`src/rtl/fp32_align_stage_pkg.sv`:
```
// Shared widths, stage-1 bundle and shift-amount helper for the FP32 add/sub alignment stage.
package fp32_addsub_pkg;

  localparam int EXP_W  = 8;
  localparam int MAN_W  = 24;
  localparam int GRS_W  = 3;
  localparam int ALN_W  = MAN_W + GRS_W;
  localparam int AMT_W  = 5;
  localparam int DIFF_W = EXP_W + 1;

  typedef struct packed {
    logic [EXP_W-1:0] exp_big;
    logic [MAN_W-1:0] man_big;
    logic [MAN_W-1:0] man_small;
    logic             sign_big;
    logic             eff_sub;
    logic             swap;
    logic [AMT_W-1:0] amt;
  } align_op_t;

  // Magnitude of the signed 9-bit exponent gap, clamped so a huge gap still flushes to sticky.
  function automatic logic [AMT_W-1:0] sat_shift_amt(input logic             exp_compare,
                                                     input logic [EXP_W-1:0] exp_diff);
    logic [DIFF_W-1:0] raw;
    logic [DIFF_W-1:0] mag;
    raw = {exp_compare, exp_diff};
    if (exp_compare) begin
      mag = ~raw + DIFF_W'(1);
    end else begin
      mag = raw;
    end
    if (mag > DIFF_W'(ALN_W)) begin
      return AMT_W'(ALN_W);
    end else begin
      return mag[AMT_W-1:0];
    end
  endfunction

endpackage

```
`src/rtl/fp32_align_stage_if.sv`:
```
// Upstream (operand) and downstream (aligned result) valid/ready channels of the alignment stage.
interface fp32_align_in_if;
  import fp32_addsub_pkg::*;

  logic             i_valid;
  logic             o_ready;
  logic             i_sub;
  logic             i_sign_A;
  logic             i_sign_B;
  logic [EXP_W-1:0] i_exp_A;
  logic [EXP_W-1:0] i_exp_B;
  logic [MAN_W-1:0] i_man_A;
  logic [MAN_W-1:0] i_man_B;
  logic [EXP_W-1:0] i_exp_diff;
  logic             i_exp_compare;
  logic             i_same_exp;

  modport master (
    output i_valid, i_sub, i_sign_A, i_sign_B, i_exp_A, i_exp_B, i_man_A, i_man_B,
           i_exp_diff, i_exp_compare, i_same_exp,
    input  o_ready
  );

  modport slave (
    input  i_valid, i_sub, i_sign_A, i_sign_B, i_exp_A, i_exp_B, i_man_A, i_man_B,
           i_exp_diff, i_exp_compare, i_same_exp,
    output o_ready
  );
endinterface

interface fp32_align_out_if;
  import fp32_addsub_pkg::*;

  logic             o_valid;
  logic             i_ready;
  logic [EXP_W-1:0] o_exp_big;
  logic [ALN_W-1:0] o_man_big;
  logic [ALN_W-1:0] o_man_small;
  logic             o_sign_big;
  logic             o_eff_sub;
  logic             o_swap;

  modport master (
    output o_valid, o_exp_big, o_man_big, o_man_small, o_sign_big, o_eff_sub, o_swap,
    input  i_ready
  );

  modport slave (
    input  o_valid, o_exp_big, o_man_big, o_man_small, o_sign_big, o_eff_sub, o_swap,
    output i_ready
  );
endinterface

```
`src/rtl/fp32_align_stage_shifter.sv`:
```
// Combinational right barrel shifter; every bit pushed off the bottom is folded into the result LSB.
module align_shifter
  import fp32_addsub_pkg::*;
(
  input  logic [ALN_W-1:0] data_in,
  input  logic [AMT_W-1:0] amt,
  output logic [ALN_W-1:0] data_out
);

  logic [ALN_W-1:0] stage_s  [AMT_W+1];
  logic [AMT_W:0]   sticky_s;

  assign stage_s[0]  = data_in;
  assign sticky_s[0] = 1'b0;

  for (genvar k = 0; k < AMT_W; k++) begin : g_stage
    localparam int SH = 1 << k;
    localparam logic [ALN_W-1:0] LOST_MASK = ALN_W'((64'd1 << SH) - 64'd1);

    assign stage_s[k+1]  = amt[k] ? (stage_s[k] >> SH) : stage_s[k];
    assign sticky_s[k+1] = sticky_s[k] | (amt[k] & (|(stage_s[k] & LOST_MASK)));
  end

  assign data_out = {stage_s[AMT_W][ALN_W-1:1], stage_s[AMT_W][0] | sticky_s[AMT_W]};

endmodule

```
`src/rtl/fp32_align_stage.sv`:
```
// Two-deep valid/ready pipeline: stage 1 picks the larger operand and shift amount,
// stage 2 aligns the smaller mantissa with guard/round/sticky.
module fp32_align_stage
  import fp32_addsub_pkg::*;
(
  input  logic             i_clk,
  input  logic             i_rst_n,
  fp32_align_in_if.slave   up,
  fp32_align_out_if.master dn
);

  align_op_t        s1_op_s;
  align_op_t        s1_op_r;
  logic             s1_v_r;
  logic             s2_v_r;
  logic             swap_s;
  logic             s1_advance_s;
  logic             ready_s;
  logic             accept_s;
  logic             load_s2_s;
  logic [ALN_W-1:0] small_aligned_s;

  logic [EXP_W-1:0] s2_exp_big_r;
  logic [ALN_W-1:0] s2_man_big_r;
  logic [ALN_W-1:0] s2_man_small_r;
  logic             s2_sign_big_r;
  logic             s2_eff_sub_r;
  logic             s2_swap_r;

  assign s1_advance_s = ~s2_v_r | dn.i_ready;
  assign ready_s      = ~s1_v_r | s1_advance_s;
  assign accept_s     = up.i_valid & ready_s;
  assign load_s2_s    = s1_v_r & s1_advance_s;
  assign up.o_ready   = ready_s;

  // Operand ordering: B wins on larger exponent, or on larger mantissa at equal exponent.
  always_comb begin
    s1_op_s = '0;
    swap_s  = up.i_exp_compare | (up.i_same_exp & (up.i_man_B > up.i_man_A));
    s1_op_s.swap    = swap_s;
    s1_op_s.amt     = sat_shift_amt(up.i_exp_compare, up.i_exp_diff);
    s1_op_s.eff_sub = up.i_sign_A ^ up.i_sign_B ^ up.i_sub;
    if (swap_s) begin
      s1_op_s.exp_big   = up.i_exp_B;
      s1_op_s.man_big   = up.i_man_B;
      s1_op_s.man_small = up.i_man_A;
      s1_op_s.sign_big  = up.i_sign_B ^ up.i_sub;
    end else begin
      s1_op_s.exp_big   = up.i_exp_A;
      s1_op_s.man_big   = up.i_man_A;
      s1_op_s.man_small = up.i_man_B;
      s1_op_s.sign_big  = up.i_sign_A;
    end
  end

  align_shifter u_shifter (
    .data_in  ({s1_op_r.man_small, {GRS_W{1'b0}}}),
    .amt      (s1_op_r.amt),
    .data_out (small_aligned_s)
  );

  // Stage 1 register bank.
  always_ff @(posedge i_clk or negedge i_rst_n) begin
    if (!i_rst_n) begin
      s1_v_r  <= 1'b0;
      s1_op_r <= '0;
    end else begin
      if (ready_s) begin
        s1_v_r <= up.i_valid;
      end
      if (accept_s) begin
        s1_op_r <= s1_op_s;
      end
    end
  end

  // Stage 2 register bank; holds its contents while the consumer stalls.
  always_ff @(posedge i_clk or negedge i_rst_n) begin
    if (!i_rst_n) begin
      s2_v_r         <= 1'b0;
      s2_exp_big_r   <= '0;
      s2_man_big_r   <= '0;
      s2_man_small_r <= '0;
      s2_sign_big_r  <= 1'b0;
      s2_eff_sub_r   <= 1'b0;
      s2_swap_r      <= 1'b0;
    end else begin
      if (s1_advance_s) begin
        s2_v_r <= s1_v_r;
      end
      if (load_s2_s) begin
        s2_exp_big_r   <= s1_op_r.exp_big;
        s2_man_big_r   <= {s1_op_r.man_big, {GRS_W{1'b0}}};
        s2_man_small_r <= small_aligned_s;
        s2_sign_big_r  <= s1_op_r.sign_big;
        s2_eff_sub_r   <= s1_op_r.eff_sub;
        s2_swap_r      <= s1_op_r.swap;
      end
    end
  end

  assign dn.o_valid     = s2_v_r;
  assign dn.o_exp_big   = s2_exp_big_r;
  assign dn.o_man_big   = s2_man_big_r;
  assign dn.o_man_small = s2_man_small_r;
  assign dn.o_sign_big  = s2_sign_big_r;
  assign dn.o_eff_sub   = s2_eff_sub_r;
  assign dn.o_swap      = s2_swap_r;

endmodule

```
`src/flat_wrapper.sv`:
```
// flat-port wrapper written by rule: the top's interface ports become plain ports
module fp32_align_stage_flat import fp32_addsub_pkg::*;
  (i_clk, i_rst_n, up_i_valid, up_i_sub, up_i_sign_A, up_i_sign_B, up_i_exp_A, up_i_exp_B, up_i_man_A, up_i_man_B, up_i_exp_diff, up_i_exp_compare, up_i_same_exp, up_o_ready, dn_o_valid, dn_o_exp_big, dn_o_man_big, dn_o_man_small, dn_o_sign_big, dn_o_eff_sub, dn_o_swap, dn_i_ready);
  fp32_align_in_if up_i ();
  fp32_align_out_if dn_i ();
  input  logic i_clk;
  input  logic i_rst_n;
  input wire logic [$bits(up_i.i_valid)-1:0] up_i_valid;
  input wire logic [$bits(up_i.i_sub)-1:0] up_i_sub;
  input wire logic [$bits(up_i.i_sign_A)-1:0] up_i_sign_A;
  input wire logic [$bits(up_i.i_sign_B)-1:0] up_i_sign_B;
  input wire logic [$bits(up_i.i_exp_A)-1:0] up_i_exp_A;
  input wire logic [$bits(up_i.i_exp_B)-1:0] up_i_exp_B;
  input wire logic [$bits(up_i.i_man_A)-1:0] up_i_man_A;
  input wire logic [$bits(up_i.i_man_B)-1:0] up_i_man_B;
  input wire logic [$bits(up_i.i_exp_diff)-1:0] up_i_exp_diff;
  input wire logic [$bits(up_i.i_exp_compare)-1:0] up_i_exp_compare;
  input wire logic [$bits(up_i.i_same_exp)-1:0] up_i_same_exp;
  output wire logic [$bits(up_i.o_ready)-1:0] up_o_ready;
  output wire logic [$bits(dn_i.o_valid)-1:0] dn_o_valid;
  output wire logic [$bits(dn_i.o_exp_big)-1:0] dn_o_exp_big;
  output wire logic [$bits(dn_i.o_man_big)-1:0] dn_o_man_big;
  output wire logic [$bits(dn_i.o_man_small)-1:0] dn_o_man_small;
  output wire logic [$bits(dn_i.o_sign_big)-1:0] dn_o_sign_big;
  output wire logic [$bits(dn_i.o_eff_sub)-1:0] dn_o_eff_sub;
  output wire logic [$bits(dn_i.o_swap)-1:0] dn_o_swap;
  input wire logic [$bits(dn_i.i_ready)-1:0] dn_i_ready;
  assign up_i.i_valid = up_i_valid;
  assign up_i.i_sub = up_i_sub;
  assign up_i.i_sign_A = up_i_sign_A;
  assign up_i.i_sign_B = up_i_sign_B;
  assign up_i.i_exp_A = up_i_exp_A;
  assign up_i.i_exp_B = up_i_exp_B;
  assign up_i.i_man_A = up_i_man_A;
  assign up_i.i_man_B = up_i_man_B;
  assign up_i.i_exp_diff = up_i_exp_diff;
  assign up_i.i_exp_compare = up_i_exp_compare;
  assign up_i.i_same_exp = up_i_same_exp;
  assign up_o_ready = up_i.o_ready;
  assign dn_o_valid = dn_i.o_valid;
  assign dn_o_exp_big = dn_i.o_exp_big;
  assign dn_o_man_big = dn_i.o_man_big;
  assign dn_o_man_small = dn_i.o_man_small;
  assign dn_o_sign_big = dn_i.o_sign_big;
  assign dn_o_eff_sub = dn_i.o_eff_sub;
  assign dn_o_swap = dn_i.o_swap;
  assign dn_i.i_ready = dn_i_ready;
  fp32_align_stage u_core (.i_clk(i_clk), .i_rst_n(i_rst_n), .up(up_i), .dn(dn_i));
endmodule
```
`config.mk`:
```
export PLATFORM = sky130hd
export DESIGN_NAME = fp32_align_stage_flat
export DESIGN_NICKNAME = d
export VERILOG_FILES = /design/src/rtl/fp32_align_stage_pkg.sv /design/src/rtl/fp32_align_stage_if.sv /design/src/rtl/fp32_align_stage_shifter.sv /design/src/rtl/fp32_align_stage.sv /design/src/flat_wrapper.sv
export SDC_FILE = /design/constraint.sdc
export NUM_CORES = 1
export LEC_CHECK = 0
export BUFFER_PORTS_ARGS = -buffer_cell sky130_fd_sc_hd__clkbuf_2
export CORE_ASPECT_RATIO = 0.9
export CORE_MARGIN = 8
export CORE_UTILIZATION = 60
export DETAILED_ROUTE_END_ITERATION = 16
export PLACE_DENSITY_LB_ADDON = 0.1
export SLEW_MARGIN = 20
export SYNTH_ARGS = -nofsm -noshare
export SYNTH_HDL_FRONTEND = slang
export SYNTH_SLANG_ARGS = --single-unit
```
`constraint.sdc`:
```
create_clock -name i_clk -period 6 [get_ports i_clk]
set_input_delay 0.3 -clock i_clk [delete_from_list [all_inputs] [get_ports i_clk]]
set_output_delay 0.3 -clock i_clk [all_outputs]
set_load 0.01 [all_outputs]
```
=== Yosys cells after proc, flatten, opt, wreduce, memory -nomap -nowiden ===
Cells that the tools add are included.
Widths: inputs -> output; s select.

* Magnitude comparators: 2
* Add/subtract/negate cells: 1
* $mul: 0
* Shift operators: 0
* Equality and inequality tests: 0
* Reductions and logical operators: 4
* Div/mod/pow operators: 0
* Bitwise operators: 20
* Muxes and demuxes: 8

{| class="wikitable"
|+ Operators by type and width
! operator !! number
|-
| $mux 27 || 5
|-
| $mux 57 || 1
|-
| $gt 24x24->1 || 1
|-
| $reduce_or 16->1 || 1
|-
| $add 9x1->9 const B || 1
|-
| $gt 9x5->1 const B || 1
|-
| $mux 9 || 1
|-
| $not 9->9 || 1
|-
| $reduce_or 8->1 || 1
|-
| $and 1x1->1 || 7
|-
| $or 1x1->1 || 7
|-
| $mux 5 || 1
|-
| $reduce_or 4->1 || 1
|-
| $xor 1x1->1 || 3
|-
| $not 1->1 || 2
|-
| $reduce_or 2->1 || 1
|}

* Bits in registers: 128
* ROM bits: 0
* Word-level logic and storage cells: 50
* Memories: 0
* Latch bits: 0
* Memory bits (writable): 0
* Output and inout bits: 67

=== Logic depth before layout (Yosys ltp) ===
* Depth in word-level cells: 8
* Mapped depth: 11
* Gate-level depth less buffers: 9

=== Hierarchy ===
A second synthesis with hierarchy kept.

* Cells, all modules: 724
* Area, all modules: 7,662.3 sq um

{| class="wikitable"
|+ Modules (own cells, without submodules)
! module !! area an instance (sq um) !! sequential area each (sq um) !! cells an instance !! instances
|-
| fp32_align_stage || 6,020.8 || 3,203.1 || 520 || 1
|-
| align_shifter || 1,641.6 || 0.0 || 204 || 1
|}

=== Least setup slack after synthesis ===
No wires, ideal clock.

* Path kind: input -> register
* From: input port up_i_man_A[13]
* To: register u_core.s1_op_r[34] in the netlist's numbering
* Setup slack: 3.649 ns
* Library setup time: 0.123 ns
* Stages: 11
* Data arrival time: 2.229 ns
* Buffers on the path: 2
* Path through: inv_1 > ha_1 > a21o_1 > a21o_1 > a211oi_1 > o31ai_1 > or2_1 > buf_2 > buf_1 > o32a_1 > o221a_2

* Word-level cells in the longest chain between the ends: 4

{| class="wikitable"
|+ RTL lines
! what !! RTL line !! text
|-
| from (decl) || flat_wrapper.sv:14 || <nowiki>input wire logic [$bits(up_i.i_man_A)-1:0] up_i_man_A;</nowiki>
|-
| $gt 24x24->1 || fp32_align_stage.sv:39 || <nowiki>swap_s = up.i_exp_compare | (up.i_same_exp & (up.i_man_B > up.i_man_A));</nowiki>
|-
| $and 1x1->1 || fp32_align_stage.sv:39 ||
|-
| $or 1x1->1 || fp32_align_stage.sv:39 ||
|-
| $mux 57 || fp32_align_stage.sv:43 || <nowiki>if (swap_s) begin</nowiki>
|-
| to (signal assigned) || fp32_align_stage.sv:72 || <nowiki>s1_op_r <= s1_op_s;</nowiki>
|-
| to (decl) || fp32_align_stage.sv:13 || <nowiki>align_op_t s1_op_r;</nowiki>
|}

Every way passes these cells.
A chain may end at the register's enable or synchronous reset.

=== Worst setup path after layout ===
* From: register u_core.s1_op_r[1] in the netlist's numbering
* To: register u_core.s2_man_small_r[0], in the netlist u_core.dn.o_man_small[0]

* Word-level cells in the longest chain between the ends: 7
* Elaborated cells on any way between the ends: 15
* Classes of those cells: mux (4); bitwise (8); reduce/logical (3)

{| class="wikitable"
|+ RTL lines
! what !! RTL line !! text
|-
| $mux 27 || fp32_align_stage_shifter.sv:20 || <nowiki>assign stage_s[k+1] = amt[k] ? (stage_s[k] >> SH) : stage_s[k];</nowiki>
|-
| $mux 27 / $reduce_or 4->1 (equally long branches) || fp32_align_stage_shifter.sv:20, fp32_align_stage_shifter.sv:21 ||
|-
| $mux 27, or another cell as far along || fp32_align_stage_shifter.sv:20 ||
|-
| $reduce_or 16->1, or another cell as far along || fp32_align_stage_shifter.sv:21 || <nowiki>assign sticky_s[k+1] = sticky_s[k] | (amt[k] & (|(stage_s[k] & LOST_MASK)));</nowiki>
|-
| $and 1x1->1 / $or 1x1->1 (equally long branches) || fp32_align_stage_shifter.sv:21 ||
|-
| $or 1x1->1 || fp32_align_stage_shifter.sv:21 ||
|-
| $or 1x1->1 (*) || fp32_align_stage_shifter.sv:24 || <nowiki>assign data_out = {stage_s[AMT_W][ALN_W-1:1], stage_s[AMT_W][0] | sticky_s[AMT_W]};</nowiki>
|-
| to (signal assigned) || fp32_align_stage.sv:94 || <nowiki>s2_man_small_r <= small_aligned_s;</nowiki>
|-
| to (decl) || fp32_align_stage.sv:25 || <nowiki>logic [ALN_W-1:0] s2_man_small_r;</nowiki>
|}

Mark *: on every way between the ends. The rest lies on a longest branch, timed or not.

==> results.sh <==
export IMPL_finalHoldViolations=0
export IMPL_layout_setup_ws_ns=2.50
export IMPL_cts_num_sinks=128
export IMPL_rsz0062_at_grt="no"
export IMPL_ioPinCount=148
export IMPL_min_from="up_i_valid"
export IMPL_setup_worst_path_start="u_core.s1_op_r[1]$_DFFE_PN0P_"
export IMPL_min_delay_path_class="in -> reg"
export IMPL_p_per_area_nw_per_um2=300
export IMPL_dieArea_um2=18200
export IMPL_cpMaxStageDelayCell="dfrtp_1"
export IMPL_syn_area_um2=8500
export IMPL_hold_path_end="u_core.s1_v_r$_DFFE_PN0N_"
export IMPL_globalRoute_totalOverflow=0
export IMPL_max_freq_ghz=0.286
export IMPL_highest_layer="met4"
export IMPL_totalNegativeSetupSlack_ns=0
export IMPL_grt_max_degree=72
export IMPL_cpPeakStageDelay_ns=0.98
export IMPL_grt_pass1_wl_um=38800
export IMPL_wl_um=23300
export IMPL_r2r_end="u_core.dn.o_man_small[0]$_DFFE_PN0P_"
export IMPL_cp_required_ns=6.26
export IMPL_cts_resized=0
export IMPL_cap_violations=0
export IMPL_crit_chain="buf_4, mux4_1, mux2_2, mux2i_1, o2111ai_1, nor4b_1, a31o_1, a32oi_1"
export IMPL_cp_end_kind="flip-flop"
export IMPL_drt_iter0_drc=876
export IMPL_cts_made_buffers=17
export IMPL_dp_slack_ns=2.59
export IMPL_fp_coreArea_um2=14000
export IMPL_ys_flop_type="dfrtp_1"
export IMPL_grt_usage_pct=26.3
export IMPL_dp_hpwl_um=15200
export IMPL_fin_crit_ns=3.50
export IMPL_tightest_slew_ns=1.06
export IMPL_grt_pass1_vias=7558
export IMPL_initial_utilization_pct=60.9
export IMPL_clk_pin_slew_ns=0.06
export IMPL_ys_seq_area_share_pct=37.7
export IMPL_drive_gt1_share_pct=28.1
export IMPL_synth_edf_count=0
export IMPL_clk_latency_ns=0.42
export IMPL_dr_total_vias=7586
export IMPL_gp_congestion=0.911
export IMPL_cp_start_kind="flip-flop"
export IMPL_min_path_cells=2
export IMPL_relSlewSlack_pct=29.7
export IMPL_drt_vias_per_instance=6.35
export IMPL_cts_setup_buffers=0
export IMPL_arrival_ns=3.76
export IMPL_slew_violations=0
export IMPL_diodes=0
export IMPL_finalNetCount=1098
export IMPL_rows=41
export IMPL_clk_path_buf_depth=2
export IMPL_holdBufCountCts=1
export IMPL_peakVddDrop_mv=0.224
export IMPL_wl_per_cell_um=19.5
export IMPL_leakagePower_nw=4.46
export IMPL_htree_levels=4
export IMPL_status="finished clean"
export IMPL_wl_met3_um=1750
export IMPL_final_setup_skew_ns=0.00746
export IMPL_avgSynthCellArea_um2=9.46
export IMPL_die_w_um=141
export IMPL_r2r_start="u_core.s1_op_r[1]$_DFFE_PN0P_"
export IMPL_fp_dieH_um=129
export IMPL_dr_wl_met2_um=10600
export IMPL_synth_distinct_cells=63
export IMPL_yosysWarnings=0
export IMPL_drcViolationCount=0
export IMPL_cts_tree="yes"
export IMPL_ys_ff_latch=128
export IMPL_wl_met1_um=10700
export IMPL_reg2reg_slack_ns=2.50
export IMPL_postRouteAntennaNets=0
export IMPL_numPortBuffers=144
export IMPL_n_fill_cell=1130
export IMPL_setup_viol=0
export IMPL_min_period_over_period_pct=58.3
export IMPL_reg2reg_depth=8
export IMPL_synthCells=898
export IMPL_antenna_found_initial=0
export IMPL_area_delta_synth_final_pct=15.4
export IMPL_critical_path_class="reg -> reg"
export IMPL_synthArstFlopShare_pct=100
export IMPL_ctsRootBufferMaster="clkbuf_16"
export IMPL_drtPass1Iterations=8
export IMPL_cp_max_fo=26
## final cells by class
type,count,area [µm²],area share [%]
multi-input cells,658,4860,49.6
flip-flops and latches,128,3200,32.7
repair buffers,155,811,8.27
clock buffers,23,488,4.98
well taps,193,241,2.46
inverters,32,120,1.23
clock inverters,6,82.6,0.842
## critical path: cells and delay by family, from the launching register on
kind,cells,cell delay (ns)
buf+inv,1,0.37
mux,3,1.16
flops,1,0.98
compound gates,3,0.46
simple gates,1,0.36
## cells in the mapped netlist, types with 4 or more instances
| cell type | n | area [µm²] |
|---|---|---|
| a211oi_1 | 5 | 37.5 |
| a221oi_1 | 4 | 35.0 |
| mux4_2 | 17 | 383 |
| a22o_1 | 5 | 43.8 |
| mux2_2 | 17 | 191 |
| a21oi_1 | 48 | 240 |
| mux4_1 | 4 | 105 |
| buf_2 | 12 | 60.1 |
| mux2i_1 | 23 | 230 |
| a22oi_1 | 28 | 210 |
| o22ai_1 | 5 | 31.3 |
| nor3_1 | 4 | 20.0 |
| buf_4 | 5 | 37.5 |
| nand4_1 | 6 | 37.5 |
| o21a_1 | 5 | 37.5 |
| o211ai_1 | 4 | 30.0 |
| nor2b_1 | 38 | 238 |
| buf_1 | 8 | 30.0 |
| nor2_1 | 68 | 255 |
| o32a_1 | 58 | 581 |
| nand2_1 | 143 | 537 |
| ha_1 | 25 | 313 |
| inv_1 | 32 | 120 |
| o221ai_1 | 5 | 43.8 |
| clkbuf_1 | 56 | 210 |
| o221a_2 | 55 | 619 |
| xnor2_1 | 4 | 35.0 |
| dfrtp_1 | 128 | 3200 |
| nand2b_1 | 5 | 31.3 |
| o21ai_0 | 29 | 145 |
## flip-flops by register name (all words and copies together) (netlist names)
signal,cells
u_core.s1_op_r,64
u_core.dn.o_man_small,27
u_core.dn.o_man_big,24
u_core.dn.o_exp_big,8
u_core.dn.o_eff_sub,1
u_core.dn.o_sign_big,1
u_core.dn.o_swap,1
u_core.dn.o_valid,1
u_core.s1_v_r,1
## cell families (layout without fill, tap and decap cells)
logic type,count (synthesis),count (layout),share of synthesized area [%]
adder cells (fa/ha/maj),25,25,3.68
AO/OA/AOI/OAI,272,272,26.3
multiplexers,61,61,10.7
XOR/XNOR,7,7,0.721
buffers and inverters,114,216,5.52
AND/OR/NAND/NOR,290,290,15.3
other,1,3,0.0441
flip-flops,128,128,37.7
## through the flow
| step | cells | instance area, µm² | power, mW | util [%] | hold WS, ns |
|---|---|---|---|---|---|
| after floorplan | 900 | 8510 | 1.66 | - | 0.00441 |
| after global placement | 1165 | 9210 | 1.92 | 66.0 | 0.413 |
| after detailed placement | 1165 | 9220 | 1.94 | 66.1 | 0.411 |
| after CTS | 1195 | 9800 | 2.95 | 70.2 | 0.106 |
| after global routing | 1195 | 9800 | 3.10 | 70.3 | 0.123 |
| final | 1195 | 9800 | 2.95 | 70.3 | 0.117 |
## worst max-delay path by stage
stage                                            to  slack (ns)  depth (start not counted)
2_1_floorplan        u_core.s1_op_r[34]$_DFFE_PN0P_        3.65                         11
4_1_cts        u_core.dn.o_man_small[0]$_DFFE_PN0P_        2.58                          8
3_3_place_gp         u_core.s1_op_r[22]$_DFFE_PN0P_        2.68                         10
3_5_place_dp   u_core.dn.o_man_small[0]$_DFFE_PN0P_        2.59                          8
6_report       u_core.dn.o_man_small[0]$_DFFE_PN0P_        2.50                          8
5_1_grt        u_core.dn.o_man_small[0]$_DFFE_PN0P_        2.36                          8
## per-layer routing
metal  track usage, %  up-vias
met5                0        -
met4             8.33        0
met3             6.22       28
met2             40.6      322
met1             36.0     3674
li1                 -     3562
## layout by cell type (no fill, tap or decap), drive strengths merged, types with 4 or more instances in the layout
cell    synthesis  routed
nor3            4       4
inv            32      32
a21oi          48      48
a22oi          28      28
o21a            5       5
o22ai           5       5
xnor2           4       4
a221oi          4       4
mux2           17      17
nand4           6       6
nand2         143     143
nand2b          6       6
clkbuf         56     165
buf            26      12
nor2           68      68
o21ai          29      29
o221a          55      55
ha             25      25
nor2b          38      38
mux2i          23      23
o221ai          5       5
o32a           59      59
o211ai          4       4
mux4           21      21
a211oi          5       5
a22o            5       5
dfrtp         128     128
## where the power goes
group / switching [mW] / internal, mW
Sequential: 0.134 / 1.01
Combinational: 0.422 / 0.370
Clock: 0.365 / 0.645
Total: 0.922 / 2.02
No activity file was read; power rests on OpenSTA's default activity.
